==> src/rtl/tx_bank_sched.sv <==
// Ping-pong bank scheduler for the 512x16 TX buffer: fills one 256-word bank while the other is sent.
// Optional macro TX_FLUSH_EN force-closes a partial bank after FLUSH_CYCLES idle cycles.
module tx_bank_sched #(
  parameter int ADDR_NBIT    = 8,
  parameter int DATA_NBIT    = 16,
  parameter int FLUSH_CYCLES = 4096
) (
  input  logic                 clk,
  input  logic                 rst_n,
  input  logic                 wr_vd,
  input  logic [DATA_NBIT-1:0] wr_data,
  input  logic                 wr_eop,
  output logic                 wr_ready,
  output logic                 buf_wren,
  output logic [ADDR_NBIT:0]   buf_wraddr,
  output logic [DATA_NBIT-1:0] buf_wrdata,
  output logic                 tx_req,
  output logic                 tx_bank,
  output logic [ADDR_NBIT:0]   tx_len,
  input  logic                 tx_done,
  output logic                 ovf,
  input  logic                 ovf_clr
);

  typedef enum logic {S_IDLE, S_SEND} rd_state_t;

  rd_state_t              r_state, w_state_nxt;
  logic                   r_wbank, r_rbank;
  logic [ADDR_NBIT-1:0]   r_wptr;
  logic [1:0]             r_full, w_full_nxt;
  logic [ADDR_NBIT:0]     r_len0, r_len1;
  logic [ADDR_NBIT:0]     w_close_len, w_rlen;
  logic                   w_accept, w_eop_close, w_flush_close, w_close, w_done;
  logic                   r_buf_wren, r_tx_bank, r_ovf;
  logic [ADDR_NBIT:0]     r_buf_wraddr, r_tx_len;
  logic [DATA_NBIT-1:0]   r_buf_wrdata;

  assign wr_ready    = ~r_full[r_wbank];
  assign w_accept    = wr_vd & wr_ready;
  assign w_eop_close = w_accept & (wr_eop | (&r_wptr));
  assign w_close     = w_eop_close | w_flush_close;
  // An eop/last word is itself stored, so it counts; a flush closes on what is already there.
  assign w_close_len = w_eop_close ? ({1'b0, r_wptr} + (ADDR_NBIT+1)'(1)) : {1'b0, r_wptr};
  assign w_rlen      = r_rbank ? r_len1 : r_len0;
  assign w_done      = (r_state == S_SEND) & tx_done;

`ifdef TX_FLUSH_EN
  localparam int FLUSH_W = $clog2(FLUSH_CYCLES);
  logic [FLUSH_W-1:0] r_idle_cnt;
  logic               w_idle;

  assign w_idle        = (r_wptr != '0) & ~w_accept;
  assign w_flush_close = w_idle & ~r_full[r_wbank] &
                         (r_idle_cnt == FLUSH_W'(FLUSH_CYCLES - 1));

  always_ff @(posedge clk or negedge rst_n) begin
    if (!rst_n) begin
      r_idle_cnt <= '0;
    end else if (w_idle && !w_flush_close) begin
      r_idle_cnt <= r_idle_cnt + FLUSH_W'(1);
    end else begin
      r_idle_cnt <= '0;
    end
  end
`else
  // Without flush a partial bank waits for eop or the 256th word; this is constant 0.
  assign w_flush_close = (FLUSH_CYCLES < 0);
`endif

  always_comb begin
    w_full_nxt = r_full;
    if (w_close) w_full_nxt[r_wbank] = 1'b1;
    if (w_done)  w_full_nxt[r_rbank] = 1'b0;
  end

  always_comb begin
    w_state_nxt = r_state;
    case (r_state)
      S_IDLE:  if (r_full[r_rbank]) w_state_nxt = S_SEND;
      S_SEND:  if (tx_done) w_state_nxt = S_IDLE;
      default: w_state_nxt = S_IDLE;
    endcase
  end

  // Writer side: bank pointer, occupancy and per-bank lengths
  always_ff @(posedge clk or negedge rst_n) begin
    if (!rst_n) begin
      r_wbank <= 1'b0;
      r_wptr  <= '0;
      r_full  <= '0;
      r_len0  <= '0;
      r_len1  <= '0;
    end else begin
      r_full <= w_full_nxt;
      if (w_close) begin
        r_wbank <= ~r_wbank;
        r_wptr  <= '0;
        if (r_wbank) r_len1 <= w_close_len;
        else         r_len0 <= w_close_len;
      end else if (w_accept) begin
        r_wptr <= r_wptr + ADDR_NBIT'(1);
      end
    end
  end

  // Registered buffer write port and sticky overflow
  always_ff @(posedge clk or negedge rst_n) begin
    if (!rst_n) begin
      r_buf_wren   <= 1'b0;
      r_buf_wraddr <= '0;
      r_buf_wrdata <= '0;
      r_ovf        <= 1'b0;
    end else begin
      r_buf_wren <= w_accept;
      if (w_accept) begin
        r_buf_wraddr <= {r_wbank, r_wptr};
        r_buf_wrdata <= wr_data;
      end
      if (ovf_clr)                r_ovf <= 1'b0;
      else if (wr_vd && !wr_ready) r_ovf <= 1'b1;
    end
  end

  // Reader side: request latches bank/length on launch and holds them while sending
  always_ff @(posedge clk or negedge rst_n) begin
    if (!rst_n) begin
      r_state   <= S_IDLE;
      r_rbank   <= 1'b0;
      r_tx_bank <= 1'b0;
      r_tx_len  <= '0;
    end else begin
      r_state <= w_state_nxt;
      if (r_state == S_IDLE && r_full[r_rbank]) begin
        r_tx_bank <= r_rbank;
        r_tx_len  <= w_rlen;
      end
      if (w_done) r_rbank <= ~r_rbank;
    end
  end

  assign buf_wren   = r_buf_wren;
  assign buf_wraddr = r_buf_wraddr;
  assign buf_wrdata = r_buf_wrdata;
  assign tx_req     = (r_state == S_SEND);
  assign tx_bank    = r_tx_bank;
  assign tx_len     = r_tx_len;
  assign ovf        = r_ovf;

endmodule

==> config.mk <==
export PLATFORM = sky130hd
export DESIGN_NAME = tx_bank_sched
export DESIGN_NICKNAME = d
export VERILOG_FILES = /design/src/rtl/tx_bank_sched.sv
export SDC_FILE = /design/constraint.sdc
export NUM_CORES = 1
export LEC_CHECK = 0
export CORE_UTILIZATION = 45
export DETAILED_ROUTE_END_ITERATION = 8
export DONT_BUFFER_PORTS = 1
export HOLD_SLACK_MARGIN = 0.08
export MAX_ROUTING_LAYER = met4
export PLACE_DENSITY = 0.71
export SETUP_SLACK_MARGIN = 0.2
export SYNTH_ARGS = -nofsm -noshare
export SYNTH_HDL_FRONTEND = slang
export SYNTH_SLANG_ARGS = --single-unit
export TNS_END_PERCENT = 20
==> constraint.sdc <==
create_clock -name clk -period 2.25 [get_ports clk]
set_input_delay 0.675 -clock clk [delete_from_list [all_inputs] [get_ports clk]]
set_output_delay 0.675 -clock clk [all_outputs]
set_load 0.05 [all_outputs]
Yosys cells after proc, flatten, opt, wreduce, memory -nomap -nowiden
Index checks and enable logic that the tools add are counted.
W data, S select, Z words.

operators by class
  mux-type cells = 18
  add/subtract/negate cells = 2
  magnitude comparators = 4
  bitwise operators = 11
  reduce and logical (&&, ||, !) cells = 9

operators with widths
  cell                   count
  $mux W8                2
  $mux W1                10
  $add A8 B1 Y9 const B  1
  $mux W9                1
  $add A8 B1 Y8 const B  1
  $reduce_and A8 Y1      1
  $logic_and A1 B1 Y1    4
  $lt A1 B2 Y1 const B   2
  $mux W2                2
  $not A1 Y1             4
  $reduce_and A2 Y1      2
  $reduce_bool A2 Y1     2
  $and A1 B1 Y1          3
  $and A2 B2 Y2          1
  $demux W1 S1           2
  $ge A1 B1 Y1 const B   2
  $not A2 Y2             1
  $or A2 B2 Y2           1
  $pmux W1 S2            1
  $or A1 B1 Y1           1

word-level totals
  bits in registers = 68

Depth between registers and ports, before layout
Gate-level depths: netlist of run 1.

  depth in word-level cells = 8
  depth in mapped cells = 6

Least setup slack after synthesis of run 1
OpenSTA, ideal clock, no wires.

  path kind = register to register
  start = register r_wbank
  end = register r_len0[1]
  path slack = -294 ps
  stages on the path, launching flop included = 6
  clock period less this slack = 2544 ps
  data required time = 2125 ps
  data arrival time = 2419 ps
  cells stage by stage = dfrtp_1 > mux2i_1 > nand2_2 > or3_1 > buf_6 > mux2_4

between the ends
  word-level cells in the longest chain between the ends = 6

ends and longest elaborated chain
  what                                        line  source
  from (decl)                                 28    logic r_wbank, r_rbank;
  from (signal assigned)                      96    r_wbank <= ~r_wbank;
  $mux W1 (not written as such) (2 in a row)  38    assign wr_ready = ~r_full[r_wbank];
  $not A1 Y1                                  38
  net wr_ready                                13    output logic wr_ready,
  $and A1 B1 Y1                               39    assign w_accept = wr_vd & wr_ready;
  $and A1 B1 Y1                               40    assign w_eop_close = w_accept & (wr_eop | (&r_wptr));
  $reduce_and A2 Y1 (no source line)          n/a
  to (signal assigned)                        99    else r_len0 <= w_close_len;
  to (decl)                                   31    logic [ADDR_NBIT:0] r_len0, r_len1;

The timed path passes the listed nets, and every way through them passes these cells. The select of a mux whose other input is x is not followed.
A chain may end at the register's enable or synchronous reset.

Worst setup path in the final report of run 1
  start = register r_wptr[0]
  end = register r_len0[1]

between the ends
  word-level cells in the longest chain between the ends = 4

ends and longest elaborated chain
  what                                                                   line  source
  from (decl)                                                            29    logic [ADDR_NBIT-1:0] r_wptr;
  from (signal assigned)                                                 101   r_wptr <= r_wptr + ADDR_NBIT'(1);
  parallel branches: the longest is 4 deep, another holds $add A8 B1 Y9  n/a

Parallel ways; which one is timed is not known.

==> key figures, run 1 <==
Outcome
  – Status: finished, final reports clean

Synth
  – Syn nets: 276
  – Synth async-reset ratio: 100%
  – Synthesis-stage register bit count: 68
  – Mapped Cells: 253
  – Post-synth EDFFs: 0
  – Mapped Area: 2860 um^2
  – Syn avg cell area: 11.3 um^2
  – Synth unique cells: 30
  – Primary FF master, synth: dfrtp_1
  – Cell taking the most area after synthesis: dfrtp_1
  – Synth top area cells: dfrtp_1 (59%), nand2_1 (7.2%), mux2_2 (6.3%)
  – Post-synthesis sequential area ratio: 59.4%
  – Warnings from Yosys: 0
  – Top cell type's share of synthesized area: 59.4%

Routing
  – DRT Pass-1 Iters: 4
  – Max layer used: met4
  – Metal2 WL: 2.29 mm
  – Post-route ant nets: 0
  – DR vias: 1795
  – DR WL/cell: 15.5 um
  – Met3 routed WL: 248 um
  – DRT iter0 DRCs: 60
  – WL met1: 2.64 mm
  – DRT Wirelength: 5.26 mm
  – Post-route DRC: 0
  – Vias per std cell: 5.28

Layout
  – Commonest non-fill, non-tap cells in the layout: dfrtp_1 (68), nand2_1 (55), nor2_1 (21)
  – Fraction of layout cells with a size suffix above 1: 20.0%
  – Area delta synth->final: 12.2%
  – Final std cells w/o fill: 340
  – Nets: 283
  – Ant. Diodes: 0
  – Fillcell total: 545
  – Most common cell after layout, fill and taps aside: dfrtp_1

Clock network
  – Setup bufs post-CTS: 0
  – H-tree depth: 3
  – TritonCTS Buffers: 9
  – Reg clk slew, reported paths: 0.07 ns
  – Clock Tree Buf Depth: 2
  – Clock sink count: 68
  – Root Buffer: clkbuf_8
  – CTS tree: built
  – Clock latency at the later pin of the worst-skew pair: 0.34 ns

Timing
  – Skew final: 0.00913 ns
  – Setup TNS: 0 ns
  – Least-Margin Pin Slew: 1.02 ns
  – Minimum clock period: 2.02 ns
  – Slew HR: 31.4%
  – Final period util: 89.6%
  – Final Setup Violations: 0
  – RSZ-0062 raised after global routing: yes
  – Max Slew Vio Count: 0
  – Max frequency: 496 MHz
  – Final Hold Viols: 0

Critical path
  – Crit path DAT: 2.24 ns
  – Critical setup path kind: reg2reg
  – CP max FO: 10
  – Crit end category: register
  – Startpoint types: register
  – Worst Path Required: 2.47 ns

Die
  – Core Region: 6030 um^2
  – I/O Pins: 61
  – Die ar.: 6690 um^2
  – Die Ht: 81.8 um
  – Placement Rows: 28
  – Die X: 81.8 um
  – Initial Util: 47.5%

Power
  – Power Dens Cells: 1600 nW/um^2
  – Static Leakage: 0.00162 uW
  – Worst vdd ir: 0.000743 V

Place
  – Placed Instances: 324
  – Port bufs: 0
  – Routability cong.: 0.861
  – Dpl hpwl: 3.45 mm

Global routing
  – GRT Overall Usage: 17.8%
  – First-pass GRT wire length: 8.38 mm
  – Vias in the first global route: 1767
  – Largest net degree at the start of global routing: 69
  – Initial antenna violation count: 0
  – GRT overflow: 0

Hold path
  – Worst hold path class: in2async

Run
  – Total of max-cap violations: 0
[kinds of logic (layout without fill, tap and decap cells)]
group           count (synthesis)  in the layout  share of synthesized area [%]
compound gates                 33             33                           7.12
fa+ha+maj                       1              1                          0.437
flops                          68             68                           59.4
xor+xnor                        7              7                           2.14
mux                            37             37                           15.0
buf+inv                        16             28                           2.58
simple gates                   91             91                           13.3
[area by class of cell]
cell class | instances | area (um^2) | share of cell area [%]
Clock buffer | 13 | 169 | 5.25
Inverter | 4 | 15.0 | 0.467
Sequential cell | 68 | 1700 | 52.9
Clock inverter | 3 | 67.6 | 2.10
Multi-Input combinational cell | 169 | 1110 | 34.4
Timing Repair Buffer | 8 | 60.1 | 1.87
Tap cell | 75 | 93.8 | 2.92
[where the power goes]
part	internal (uW)	switching, uW	total, uW
clock network	716	447	1160
logic	477	667	1140
registers	1590	1230	2820
total	2780	2350	5130
[worst max-delay path, stage by stage (launching register included)]
cell	delay, ns
dfrtp_1	0.45
ha_1	0.29
nand3_1	0.14
o21ba_2	0.25
or3_4	0.44
mux2_4	0.33
[layer usage]
metal | vias to the layer above | GRT usage (%)
met3 | 10 | 5.33
li1 | 862 | -
met2 | 50 | 24.5
met5 | - | -
met4 | 0 | 7.37
met1 | 873 | 24.5
[Yosys cell counts, types with 2 or more instances]
cell type   n
a21o_1      3
a21oi_1    14
a22o_1      5
and2_1      2
buf_1       2
buf_2       5
clkbuf_1    4
dfrtp_1    68
inv_1       4
mux2_2     16
mux2_4      8
mux2i_1    13
nand2_1    55
nand3_1     6
nor2_1     21
nor2b_1     2
o21ai_0     7
xnor2_1     4
xor2_1      3
[metrics by stage]
stage / util [%] / instance area, um^2 / hold slack, ns / setup WS, ns / power [uW]
2_1_floorplan: - / 2880 / 0.379 / 0.224 / 3720
3_3_place_gp: 49.3 / 2970 / 0.381 / 0.122 / 3960
3_5_place_dp: 49.3 / 2970 / 0.381 / 0.0731 / 4000
4_1_cts: 53.3 / 3210 / 0.00721 / 0.225 / 5170
5_1_grt: 53.3 / 3210 / 0.0000155 / 0.142 / 5400
6_report: 53.3 / 3210 / 0.0268 / 0.234 / 5130
[worst paths after layout]
path,start,to,slack (ns),cells past startpoint
setup / recovery,r_wptr[0],r_len0[1],0.23,5
hold reg to reg,r_len1[4],r_len1[4],0.51,1
max in group asynchronous,rst_n,r_len1[0],2.09,0
min in group clk,ovf_clr,ovf,0.40,1
setup reg to reg,r_wptr[0],r_len0[1],0.23,5
hold / removal,rst_n,r_len0[0],0.03,0
[timing repair]
item	4_1_cts	5_1_grt
hold endpoints to repair	68	68
endpoints found under the setup margin	8	15
gates resized for setup	1	1
[registers in the layout, indices dropped and copies added, names as in the netlist]
register,flops
r_full,2
ovf,1
r_wptr,8
r_rbank,1
tx_len,9
tx_req,1
buf_wraddr,9
buf_wren,1
r_len0,9
buf_wrdata,16
r_wbank,1
tx_bank,1
r_len1,9
(Power assumes the default switching activity.)
==> inputs of run 2 (changes only) <==
--- a/config.mk
+++ b/config.mk
@@ -5,6 +5,7 @@
 export SDC_FILE = /design/constraint.sdc
 export NUM_CORES = 1
 export LEC_CHECK = 0
+export CAP_MARGIN = 30
 export CORE_UTILIZATION = 45
 export DETAILED_ROUTE_END_ITERATION = 8
 export DONT_BUFFER_PORTS = 1
@@ -12,6 +13,7 @@
 export MAX_ROUTING_LAYER = met4
 export PLACE_DENSITY = 0.71
 export SETUP_SLACK_MARGIN = 0.2
+export SKIP_LAST_GASP = 1
 export SYNTH_ARGS = -nofsm -noshare
 export SYNTH_HDL_FRONTEND = slang
 export SYNTH_SLANG_ARGS = --single-unit
==> run 2 against run 1 <==
  * Design area rose by 0.62%
  * Routed wire length fell by 2.6%
  * Combinational power barely moved
  * Register-to-register slack got worse by 0.02 ns
  * Maximum frequency fell by 1.1%
  * Flip-flop and latch count did not move
  * Critical path type unchanged
==> key figures, run 2 (synthesis results as in run 1) <==
Power
  – Clock share of power: 23.5%
  – Cell internal pwr: 2850 uW
  – Static Leakage: 0.00164 uW
  – Reg power frac: 54.2%
  – Worst vdd ir: 0.000832 V
  – NetSw: 2360 uW
  – Power Dens Cells: 1610 nW/um^2
  – Logic pwr share: 22.3%
  – Sw frac: 45.4%
  – Tot Pwr: 5210 uW

Clock network
  – CTS tree: built
  – Clock sink count: 68
  – Clock Tree Buf Depth: 2
  – Clock latency at the later pin of the worst-skew pair: 0.34 ns
  – Setup bufs post-CTS: 0
  – H-tree depth: 3
  – Root Buffer: clkbuf_8
  – Reg clk slew, reported paths: 0.08 ns
  – TritonCTS Buffers: 9

Die
  – Core Region: 6030 um^2
  – Die ar.: 6690 um^2
  – Placement Rows: 28
  – I/O Pins: 61
  – Die Ht: 81.8 um
  – Initial Util: 47.5%
  – Die X: 81.8 um

Hold path
  – Worst hold path class: in2async

Timing
  – Max frequency: 491 MHz
  – Max Slew Vio Count: 0
  – Final Hold Viols: 0
  – Fin Hold WS: 0.0313 ns
  – Setup TNS: 0 ns
  – Final period util: 90.6%
  – Slew HR: 67.3%
  – Final worst slack: 0.212 ns
  – Final Setup Violations: 0
  – Least-Margin Pin Slew: 0.490 ns
  – Minimum clock period: 2.04 ns
  – RSZ-0062 raised after global routing: yes
  – Skew final: 0.00828 ns

Run
  – Total of max-cap violations: 0

Critical path
  – Crit. Startpoint: r_wptr[0]
  – Worst Path Required: 2.47 ns
  – Crit path DAT: 2.26 ns
  – CP Capture Point: r_len0[1]
  – Crit end category: register
  – Critical setup path kind: reg2reg
  – R2R Path End: r_len0[1]
  – Worst R2R Path Depth: 5
  – Reg2reg setup slack: 0.21 ns
  – Reg2reg start: r_wptr[0]
  – CP max FO: 10
  – Startpoint types: register

Layout
  – Commonest non-fill, non-tap cells in the layout: dfrtp_1 (68), nand2_1 (55), nor2_1 (21)
  – Fraction of layout cells with a size suffix above 1: 20.7%
  – Nets: 284
  – Most common cell after layout, fill and taps aside: dfrtp_1
  – Area delta synth->final: 12.9%
  – Ant. Diodes: 0
  – Final instance area: 3230 um^2
  – Max reg flops: 16

Routing
  – DR vias: 1803
  – Post-route ant nets: 0
  – Post-route DRC: 0
  – DR WL/cell: 15.0 um
  – DRT Pass-1 Iters: 4
  – DRT Wirelength: 5.12 mm
  – DRT iter0 DRCs: 49
  – Vias per std cell: 5.29

Global routing
  – Initial antenna violation count: 0
  – Vias in the first global route: 1759
  – GRT Overall Usage: 17.3%
  – GRT overflow: 0
  – First-pass GRT wire length: 8.21 mm
  – Largest net degree at the start of global routing: 69

Place
  – Port bufs: 0
  – Place WS: 0.0621 ns
  – Dpl hpwl: 3.44 mm
  – Placed cell area: 2980 um^2
  – Routability cong.: 0.861

Outcome
  – Status: finished, final reports clean
[run 2: routing by layer]
| metal | track usage (%) | up-vias | routed length [um] |
|---|---|---|---|
| met5 | - | - | 0 |
| met1 | 22.7 | 880 | 2510 |
| li1 | - | 865 | - |
| met3 | 5.11 | 10 | 236 |
| met4 | 6.32 | 0 | 56 |
| met2 | 25.4 | 48 | 2310 |
[run 2: metrics by stage]
| stage | std cells | utilization, % |
|---|---|---|
| after global routing | 341 | 53.7 |
| after floorplan | 253 | - |
| final | 341 | 53.7 |
| after global placement | 324 | 49.3 |
| after detailed placement | 325 | 49.4 |
| after CTS | 341 | 53.7 |
[run 2: how the worst min path moves through the flow]
stage           from             to  slack (ns)  cells past startpoint
2_1_floorplan  rst_n  buf_wraddr[0]        0.38                      0
3_3_place_gp   rst_n         tx_req        0.38                      0
3_5_place_dp   rst_n        r_rbank        0.38                      0
4_1_cts        rst_n      r_wptr[3]        0.01                      0
5_1_grt        rst_n      tx_len[0]      0.0002                      0
6_report       rst_n      tx_len[0]        0.03                      0
[run 2: worst max-delay path, cell delays in order, from the launching register on]
cell and delay (ns):
dfrtp_1 0.45, ha_1 0.30, nand3_1 0.14, o21ba_2 0.26
or3_4 0.44, mux2_4 0.33
[run 2: area by class of cell]
type	count	area (um^2)
multi-input cells	169	1110
clock buffers	10	138
fillers	548	2790
repair buffers	9	67.6
inverters	4	15.0
well taps	75	93.8
clock inverters	6	111
flip-flops and latches	68	1700
[run 2: timing repair]
action	in CTS	in global routing
hold endpoints to repair	68	68
gates resized for setup	1	1
setup endpoints to repair	8	15
[run 2: power groups by stage]
| stage | clock network (uW) | registers (uW) | logic [uW] |
|---|---|---|---|
| after floorplan | 0 | 2820 | 904 |
| after global placement | 0 | 2850 | 1110 |
| after detailed placement | 0 | 2850 | 1160 |
| after CTS | 1260 | 2830 | 1170 |
| after global routing | 1300 | 2880 | 1290 |
| final | 1220 | 2820 | 1160 |
